## src/rtl/uart_rx_byte_pkg.sv

```systemverilog
// Shared types and constants for the 8N1 UART byte receiver.
// Imported by the receiver top level.
package uart_pkg;

   typedef enum logic [2:0] {
      IDLE,
      START,
      DATA,
      STOP,
      BREAK
   } uart_state_e;

   localparam int unsigned DEFAULT_CLKS_PER_BIT = 868;
   localparam int unsigned UART_DATA_BITS       = 8;

endpackage

```

## src/rtl/uart_rx_byte_sync2.sv

```systemverilog
// Two-flop synchronizer for an asynchronous single-bit input.
// Reset loads RST_VAL into both stages.
module sync2 #(
   parameter logic RST_VAL = 1'b1
) (
   input  logic clk_i,
   input  logic rst_ni,
   input  logic d_i,
   output logic q_o
);

   logic meta_q;
   logic sync_q;

   always_ff @(posedge clk_i) begin
      if (!rst_ni) begin
         meta_q <= RST_VAL;
         sync_q <= RST_VAL;
      end else begin
         meta_q <= d_i;
         sync_q <= meta_q;
      end
   end

   assign q_o = sync_q;

endmodule

```

## src/rtl/uart_rx_byte.sv

```systemverilog
// 8N1 serial receiver: oversampled start/data/stop recovery with
// a one-cycle byte strobe, sticky framing and overrun flags.
module uart_rx_byte
   import uart_pkg::*;
#(
   parameter int unsigned CLKS_PER_BIT = DEFAULT_CLKS_PER_BIT
) (
   input  logic       clk,
   input  logic       rst,
   input  logic       rx,
   input  logic       out_akn,
   input  logic       clr_err,
   output logic       out_rdy,
   output logic [7:0] byte_out,
   output logic       frame_err,
   output logic       overrun,
   output logic       busy
);

   localparam int unsigned CW = $clog2(CLKS_PER_BIT);
   localparam logic [CW-1:0] HALF_LAST = CW'(CLKS_PER_BIT / 2 - 1);
   localparam logic [CW-1:0] BIT_LAST  = CW'(CLKS_PER_BIT - 1);
   localparam logic [2:0]    LAST_BIT  = 3'(UART_DATA_BITS - 1);

   logic rx_s;

   uart_state_e               state_q, state_d;
   logic [CW-1:0]             cnt_q, cnt_d;
   logic [2:0]                bit_q, bit_d;
   logic [UART_DATA_BITS-1:0] shift_q, shift_d;
   logic [UART_DATA_BITS-1:0] byte_q, byte_d;
   logic                      rdy_q, rdy_d;
   logic                      pend_q, pend_d;
   logic                      fe_q, fe_d;
   logic                      ov_q, ov_d;
   logic                      fe_set;
   logic                      ov_set;

   sync2 #(
      .RST_VAL(1'b1)
   ) u_sync_rx (
      .clk_i (clk),
      .rst_ni(rst),
      .d_i   (rx),
      .q_o   (rx_s)
   );

   always_ff @(posedge clk) begin
      if (!rst) begin
         state_q <= IDLE;
         cnt_q   <= '0;
         bit_q   <= '0;
         shift_q <= '0;
         byte_q  <= '0;
         rdy_q   <= 1'b0;
         pend_q  <= 1'b0;
         fe_q    <= 1'b0;
         ov_q    <= 1'b0;
      end else begin
         state_q <= state_d;
         cnt_q   <= cnt_d;
         bit_q   <= bit_d;
         shift_q <= shift_d;
         byte_q  <= byte_d;
         rdy_q   <= rdy_d;
         pend_q  <= pend_d;
         fe_q    <= fe_d;
         ov_q    <= ov_d;
      end
   end

   always_comb begin
      state_d = state_q;
      cnt_d   = cnt_q + CW'(1);
      bit_d   = bit_q;
      shift_d = shift_q;
      byte_d  = byte_q;
      rdy_d   = 1'b0;
      fe_set  = 1'b0;
      ov_set  = 1'b0;
      unique case (state_q)
         IDLE: begin
            cnt_d = '0;
            bit_d = '0;
            if (!rx_s) state_d = START;
         end
         START: begin
            if (cnt_q == HALF_LAST) begin
               cnt_d   = '0;
               state_d = rx_s ? IDLE : DATA;
            end
         end
         DATA: begin
            if (cnt_q == BIT_LAST) begin
               cnt_d   = '0;
               shift_d = {rx_s, shift_q[UART_DATA_BITS-1:1]};
               bit_d   = bit_q + 3'd1;
               if (bit_q == LAST_BIT) state_d = STOP;
            end
         end
         STOP: begin
            if (cnt_q == BIT_LAST) begin
               cnt_d = '0;
               if (rx_s) begin
                  byte_d  = shift_q;
                  rdy_d   = 1'b1;
                  ov_set  = pend_q;
                  state_d = IDLE;
               end else begin
                  fe_set  = 1'b1;
                  state_d = BREAK;
               end
            end
         end
         BREAK: begin
            cnt_d = '0;
            if (rx_s) state_d = IDLE;
         end
         default: begin
            state_d = IDLE;
         end
      endcase
   end

   // A strobe and an acknowledge in the same cycle: the ack retires the older byte.
   always_comb begin
      pend_d = pend_q;
      if (rdy_q)        pend_d = 1'b1;
      else if (out_akn) pend_d = 1'b0;
      fe_d = fe_set | (fe_q & ~clr_err);
      ov_d = ov_set | (ov_q & ~clr_err);
   end

   assign out_rdy   = rdy_q;
   assign byte_out  = byte_q;
   assign frame_err = fe_q;
   assign overrun   = ov_q;
   assign busy      = (state_q != IDLE);

endmodule

```

## config.mk

```make
export PLATFORM = sky130hd
export DESIGN_NAME = uart_rx_byte
export DESIGN_NICKNAME = d
export VERILOG_FILES = /design/src/rtl/uart_rx_byte_pkg.sv /design/src/rtl/uart_rx_byte_sync2.sv /design/src/rtl/uart_rx_byte.sv
export SDC_FILE = /design/constraint.sdc
export NUM_CORES = 1
export LEC_CHECK = 0
export CAP_MARGIN = 20
export CORE_MARGIN = 10
export CORE_UTILIZATION = 40
export DETAILED_ROUTE_END_ITERATION = 8
export PLACE_DENSITY_LB_ADDON = 0.15
export RECOVER_POWER = 25
export SLEW_MARGIN = 0
export SYNTH_ARGS = -nofsm -noshare
export SYNTH_HDL_FRONTEND = slang
export SYNTH_SLANG_ARGS = --single-unit
```

## constraint.sdc

```tcl
create_clock -name clk -period 1.42 [get_ports clk]
set_input_delay 0.142 -clock clk [delete_from_list [all_inputs] [get_ports clk]]
set_output_delay 0.142 -clock clk [all_outputs]
set_load 0.05 [all_outputs]
```

Word-level counts from Yosys, hierarchy flattened
Cells that the tools add are included.

word-level totals
  register bits = 38
  bits in latches = 0
  RAM bits = 0
  memory bits (read-only) = 0
  bits of input ports = 5
  output and inout bits = 12
  logic and storage cells = 65
  memories kept = 0

cells by class
  add/sub/neg operators = 2
  multiply operators = 0
  divide/modulo/power cells = 0
  order comparisons = 0
  equal/unequal tests = 13
  shifts and indexed selects = 0
  mux-type cells = 23
  bitwise logic cells = 5
  reductions and logical operators = 11

operator list
  operator               count
  $pmux 10 s3            1
  $mux 3                 8
  $mux 10                2
  $pmux 3 s5             1
  $add 10x1->10 const B  1
  $eq 10x10->1 const B   1
  $eq 10x9->1 const B    1
  $ne 2x2->1 const B     5
  $mux 1                 9
  $eq 3x2->1 const B     2
  $eq 3x3->1 const B     2
  $pmux 3 s2             1
  $reduce_and 3->1       2
  $reduce_and 6->1       1
  $reduce_and 2->1       2
  $reduce_bool 2->1      2
  $reduce_or 2->1        2
  $add 3x1->3 const B    1
  $eq 3x1->1 const B     1
  $logic_not 3->1        1
  $reduce_bool 3->1      1
  $and 1x1->1            2
  $mux 2                 1
  $ne 2x1->1 const B     1
  other kinds (2)        3

Logic depth before layout (Yosys ltp)
  depth in word-level cells = 4
  gate-level depth with buffers = 7
  depth with buffers taken out = 7

Cells and area by module
Synthesis repeated with hierarchy kept, for this count alone.

second synthesis, totals
  cell total of the unflattened synthesis = 175
  area, all modules = 1602.8 sq um

by module, submodules not included
  module        times used  cells an instance  area an instance (sq um)  seq. area each (sq um)
  uart_rx_byte  1           171                1550.2                    720.7
  sync2         1           4                  52.6                      40.0

Least setup slack after synthesis
OpenSTA, ideal clock, no wires.

  kind = reg2reg
  start = register state_q[2]
  end = register state_q[0]
  setup time = 0.117 ns
  arrival = 1.460 ns
  required time = 1.303 ns
  slack = -0.157 ns
  stages on the path, launching flop included = 6
  path buffers = 2
  period minus slack after synthesis = 1.577 ns
  path through = dfxtp_1 > clkbuf_1 > or3_1 > clkbuf_1 > a21o_1 > a21oi_1

on the way
  cells in the longest elaborated chain, start to end = 3
  elaborated cells on any way between the ends = 13
  those cells by class = eq/ne: 10; mux: 1; reduce/logical: 2

RTL lines
  what                                                       line                RTL
  start: declaration                                         uart_rx_byte.sv:27  uart_state_e state_q, state_d;
  start signal: assignment                                   uart_rx_byte.sv:60  state_q <= state_d;
  $eq 3x3->1 (tied with other cells)                         uart_rx_byte.sv:81  unique case (state_q)
  $ne 2x1->1 (no line) / $ne 2x2->1 (equally long branches)  --
  $reduce_and 6->1 (no line)                                 --

Several ways; a longest one is shown, not always the timed one.
A chain may end at the register's enable or synchronous reset.

Worst setup path in the final report
  start = register cnt_q[0]
  end = register shift_q[7]

on the way
  cells in the longest elaborated chain, start to end = 2

RTL lines
  what                        line                RTL
  start: declaration          uart_rx_byte.sv:28  logic [CW-1:0] cnt_q, cnt_d;
  start signal: assignment    uart_rx_byte.sv:61  cnt_q <= cnt_d;
  $eq 10x10->1                uart_rx_byte.sv:94  if (cnt_q == BIT_LAST) begin
  $reduce_and 2->1 (no line)  --
  end signal: assignment      uart_rx_byte.sv:63  shift_q <= shift_d;
  end: declaration            uart_rx_byte.sv:30  logic [UART_DATA_BITS-1:0] shift_q, shift_d;

No other way between the ends.

==> metrics.cfg <==
[cts]
cts_hold_buffers=0
clockRootBuffer=clkbuf_8
cts.sinks=38
clock_latency_ns=0.30
h-tree-depth=2
cts_tree=built
clockBufferDepth=2
numCtsBuffers=5
clk_pin_slew_ns=0.08

[die]
die_area_um2=7110
io_pins=17
fp.dieH_um=84.3
die_w_um=84.3
num_rows=23
core_um2=4000
initial_core_util_pct=41.4

[grt]
grt_pass1_vias=1367
grt_pass1_wl_mm=6.52
grtUsageTotal_pct=11.0
grt-ovfl-total=0
antenna_found_initial=0
grt_max_degree=27

[placed_design]
dpl_cell_area_um2=1990
port_buffers=16
dpl_worst_slack_ns=-0.137
place_congestion=0.824
hpwl_mm=2.58

[worst_setup_path]
r2r_slack_ns=-0.13
ff2ff_path_depth=7
cp.arrival_ns=1.78
r2r-start=cnt_q[0]$_SDFF_PN0_
crit_type=flop to flop
required_ns=1.65
cp_max_fo=6
reg2reg_to=shift_q[7]$_SDFFE_PN0P_
startpoint_type=flop
worst_setup_path_end_kind=flop

[sta]
worst_pin_slew_ns=0.597
worst_slack_ns=-0.129
fmax_mhz=646
post-route-min-period_ns=1.55
hold_viol_final=0
whs_ns=0.405
final.setup.tns_ns=-2.70
rsz0062_at_grt=true
max_slew_margin_pct=60.3
finalCritPeriodShare_pct=109
final_max_slew_viol_count=0
setup_viol=33
fin_worst_skew_ns=0.00486

[route]
post-route-drc-count=0
finalWirelength_mm=3.87
vias_per_cell=5.17
via_count=1416
post_drt_wl_per_cell_um=14.1
firstDrtPassIters=4
antenna_left=0
drtIter0Drc=102

[yosys]
avgSynthCellArea_um2=8.94
synth.lib_cells_used.distinct=34
yosysSeqAreaShare_pct=46.0
synthCells=185
yosysTopAreaCell=dfxtp_1
synth-seq-cells=38
yosysTopAreaCellShare_pct=46.0
yosysWarnings=0
synth_nets=194
ys_top_cells_by_area=dfxtp_1 46%, nor2_1 5.9%, nand3_1 5.4%
syn_area_um2=1650

[worst_hold_path]
min_path_type=primary input to flop
hold_end=u_sync_rx.meta_q$_SDFF_PN1_
worstHoldStart=rx
hold_path_depth=2

[final_layout]
final-seq-area_um2=776
drive_above_1_share_pct=36.2
nets=232
fin_area_um2=2270
multiInputGateArea_um2=970
n_fill_cell=356
num_antenna_cells=0
syn_to_final_growth_pct=37.5

[power]
p_leak_nw=0.878
power.density_nw_per_um2=952
p_total_w=0.00217
peakVddDrop_uv=428

[flow_run]
max-cap-violations=0

[status]
violations=setup timing
status=complete, but fails checks

[placed cells by master, fill, tap and decap left out, types with 2 or more instances in the layout]
| master | synthesis | routed |
|---|---|---|
| a21oi_1 | 5 | 4 |
| and3_4 | 1 | 4 |
| buf_12 | 0 | 3 |
| buf_4 | 2 | 30 |
| clkbuf_8 | 0 | 6 |
| clkdlybuf4s50_1 | 0 | 3 |
| dfxtp_1 | 38 | 30 |
| dfxtp_2 | 0 | 6 |
| dfxtp_4 | 0 | 2 |
| ha_1 | 4 | 3 |
| inv_1 | 7 | 7 |
| mux2i_1 | 8 | 8 |
| nand2_1 | 18 | 17 |
| nand2b_1 | 3 | 3 |
| nand3_1 | 18 | 6 |
| nand3_2 | 0 | 11 |
| nand4_1 | 3 | 3 |
| nor2_1 | 26 | 26 |
| nor2b_1 | 3 | 3 |
| nor4_4 | 1 | 2 |
| o21ai_0 | 3 | 2 |
| o21ai_1 | 11 | 10 |
| o21ai_2 | 0 | 2 |
| or3_1 | 3 | 2 |
| xnor2_1 | 4 | 4 |
| xor2_1 | 3 | 3 |
[synth_stat cells]
master	n
a2bb2oi_1	1
ha_1	4
nand3_1	18
dfxtp_1	38
nor3_1	1
a21oi_1	5
nor3b_1	2
o221ai_4	1
or3_1	3
xor2_1	3
nand2_1	18
a21o_1	1
nor4_1	2
clkbuf_1	6
o21ai_0	3
nor2b_1	3
nand2b_1	3
buf_2	3
nor2_1	26
nand2b_4	1
o311ai_0	1
inv_1	7
mux2i_1	8
nand4bb_4	1
buf_6	1
buf_4	2
nor4_4	1
and3_4	1
nor4b_2	1
nand4_1	3
nand3b_1	1
o22ai_1	1
xnor2_1	4
o21ai_1	11
[where the power goes]
group          internal [W]  switching [W]  leakage, nW
clock network      0.000390       0.000396       0.0472
logic              0.000142       0.000138        0.520
registers           0.00108      0.0000213        0.311
[layer usage]
layer,vias to the layer above,track usage [%],part of all wire [%]
met4,0,3.81,0.98
li1,705,-,-
met5,-,0,0
met2,23,17.4,46
met1,682,13.2,48
met3,6,4.15,4.9
[repair_timing]
action / CTS / global route
pin swaps: 18 / 3
gates cloned: 3 / 0
endpoints found under the setup margin: 34 / 36
buffers inserted: 2 / 0
gates resized for setup: 26 / 11
[critical path, stage by stage (launching register included)]
cell and delay, ns:
dfxtp_4 0.37, ha_4 0.15, nand4bb_4 0.13, nor4_4 0.23, buf_4 0.19, and3_4 0.25, nand3_2 0.08, o21ai_1 0.08
[state kept, by name (all words and copies together) (netlist names)]
signal and count:
frame_err 1, overrun 1, out_rdy 1, cnt_q 10, state_q 3, u_sync_rx.meta_q 1, u_sync_rx.q_o 1, shift_q 8
byte_out 8, bit_q 3, pend_q 1
[layout make-up]
| type | count | share of cell area, % |
|---|---|---|
| Multi-Input combinational cell | 131 | 42.6 |
| Timing Repair Buffer | 40 | 15.2 |
| Tap cell | 50 | 2.75 |
| Sequential cell | 38 | 34.1 |
| Clock inverter | 2 | 0.550 |
| Inverter | 7 | 1.16 |
| Clock buffer | 6 | 3.63 |
[cell families (layout without fill, tap and decap cells)]
kind of cell / Yosys count / in the layout / synth area share [%]
AO/OA/AOI/OAI: 24 / 24 / 9.23
XOR/XNOR: 7 / 7 / 3.71
adder cells (fa/ha/maj): 4 / 4 / 3.03
buffers and inverters: 19 / 55 / 5.45
flip-flops: 38 / 38 / 46.0
multiplexers: 8 / 8 / 4.84
AND/OR/NAND/NOR: 85 / 88 / 27.8
[worst max-delay path by stage]
stage | from | endpoint | depth (start not counted)
floorplan | state_q[2]$_SDFFE_PN0P_ | state_q[0]$_SDFFE_PN0P_ | 5
global placement | cnt_q[1]$_SDFF_PN0_ | cnt_q[5]$_SDFF_PN0_ | 7
detailed placement | cnt_q[1]$_SDFF_PN0_ | cnt_q[3]$_SDFF_PN0_ | 7
CTS | cnt_q[0]$_SDFF_PN0_ | bit_q[0]$_SDFFE_PN0P_ | 7
global route | cnt_q[0]$_SDFF_PN0_ | shift_q[7]$_SDFFE_PN0P_ | 7
finish | cnt_q[0]$_SDFF_PN0_ | shift_q[7]$_SDFFE_PN0P_ | 7
[stage by stage]
step,utilization (%),cells
2_1_floorplan,-,185
3_3_place_gp,49.7,261
3_5_place_dp,49.7,261
4_1_cts,55.9,274
5_1_grt,56.9,274
6_report,56.9,274
Note: power is estimated with default switching activity, not from simulation.
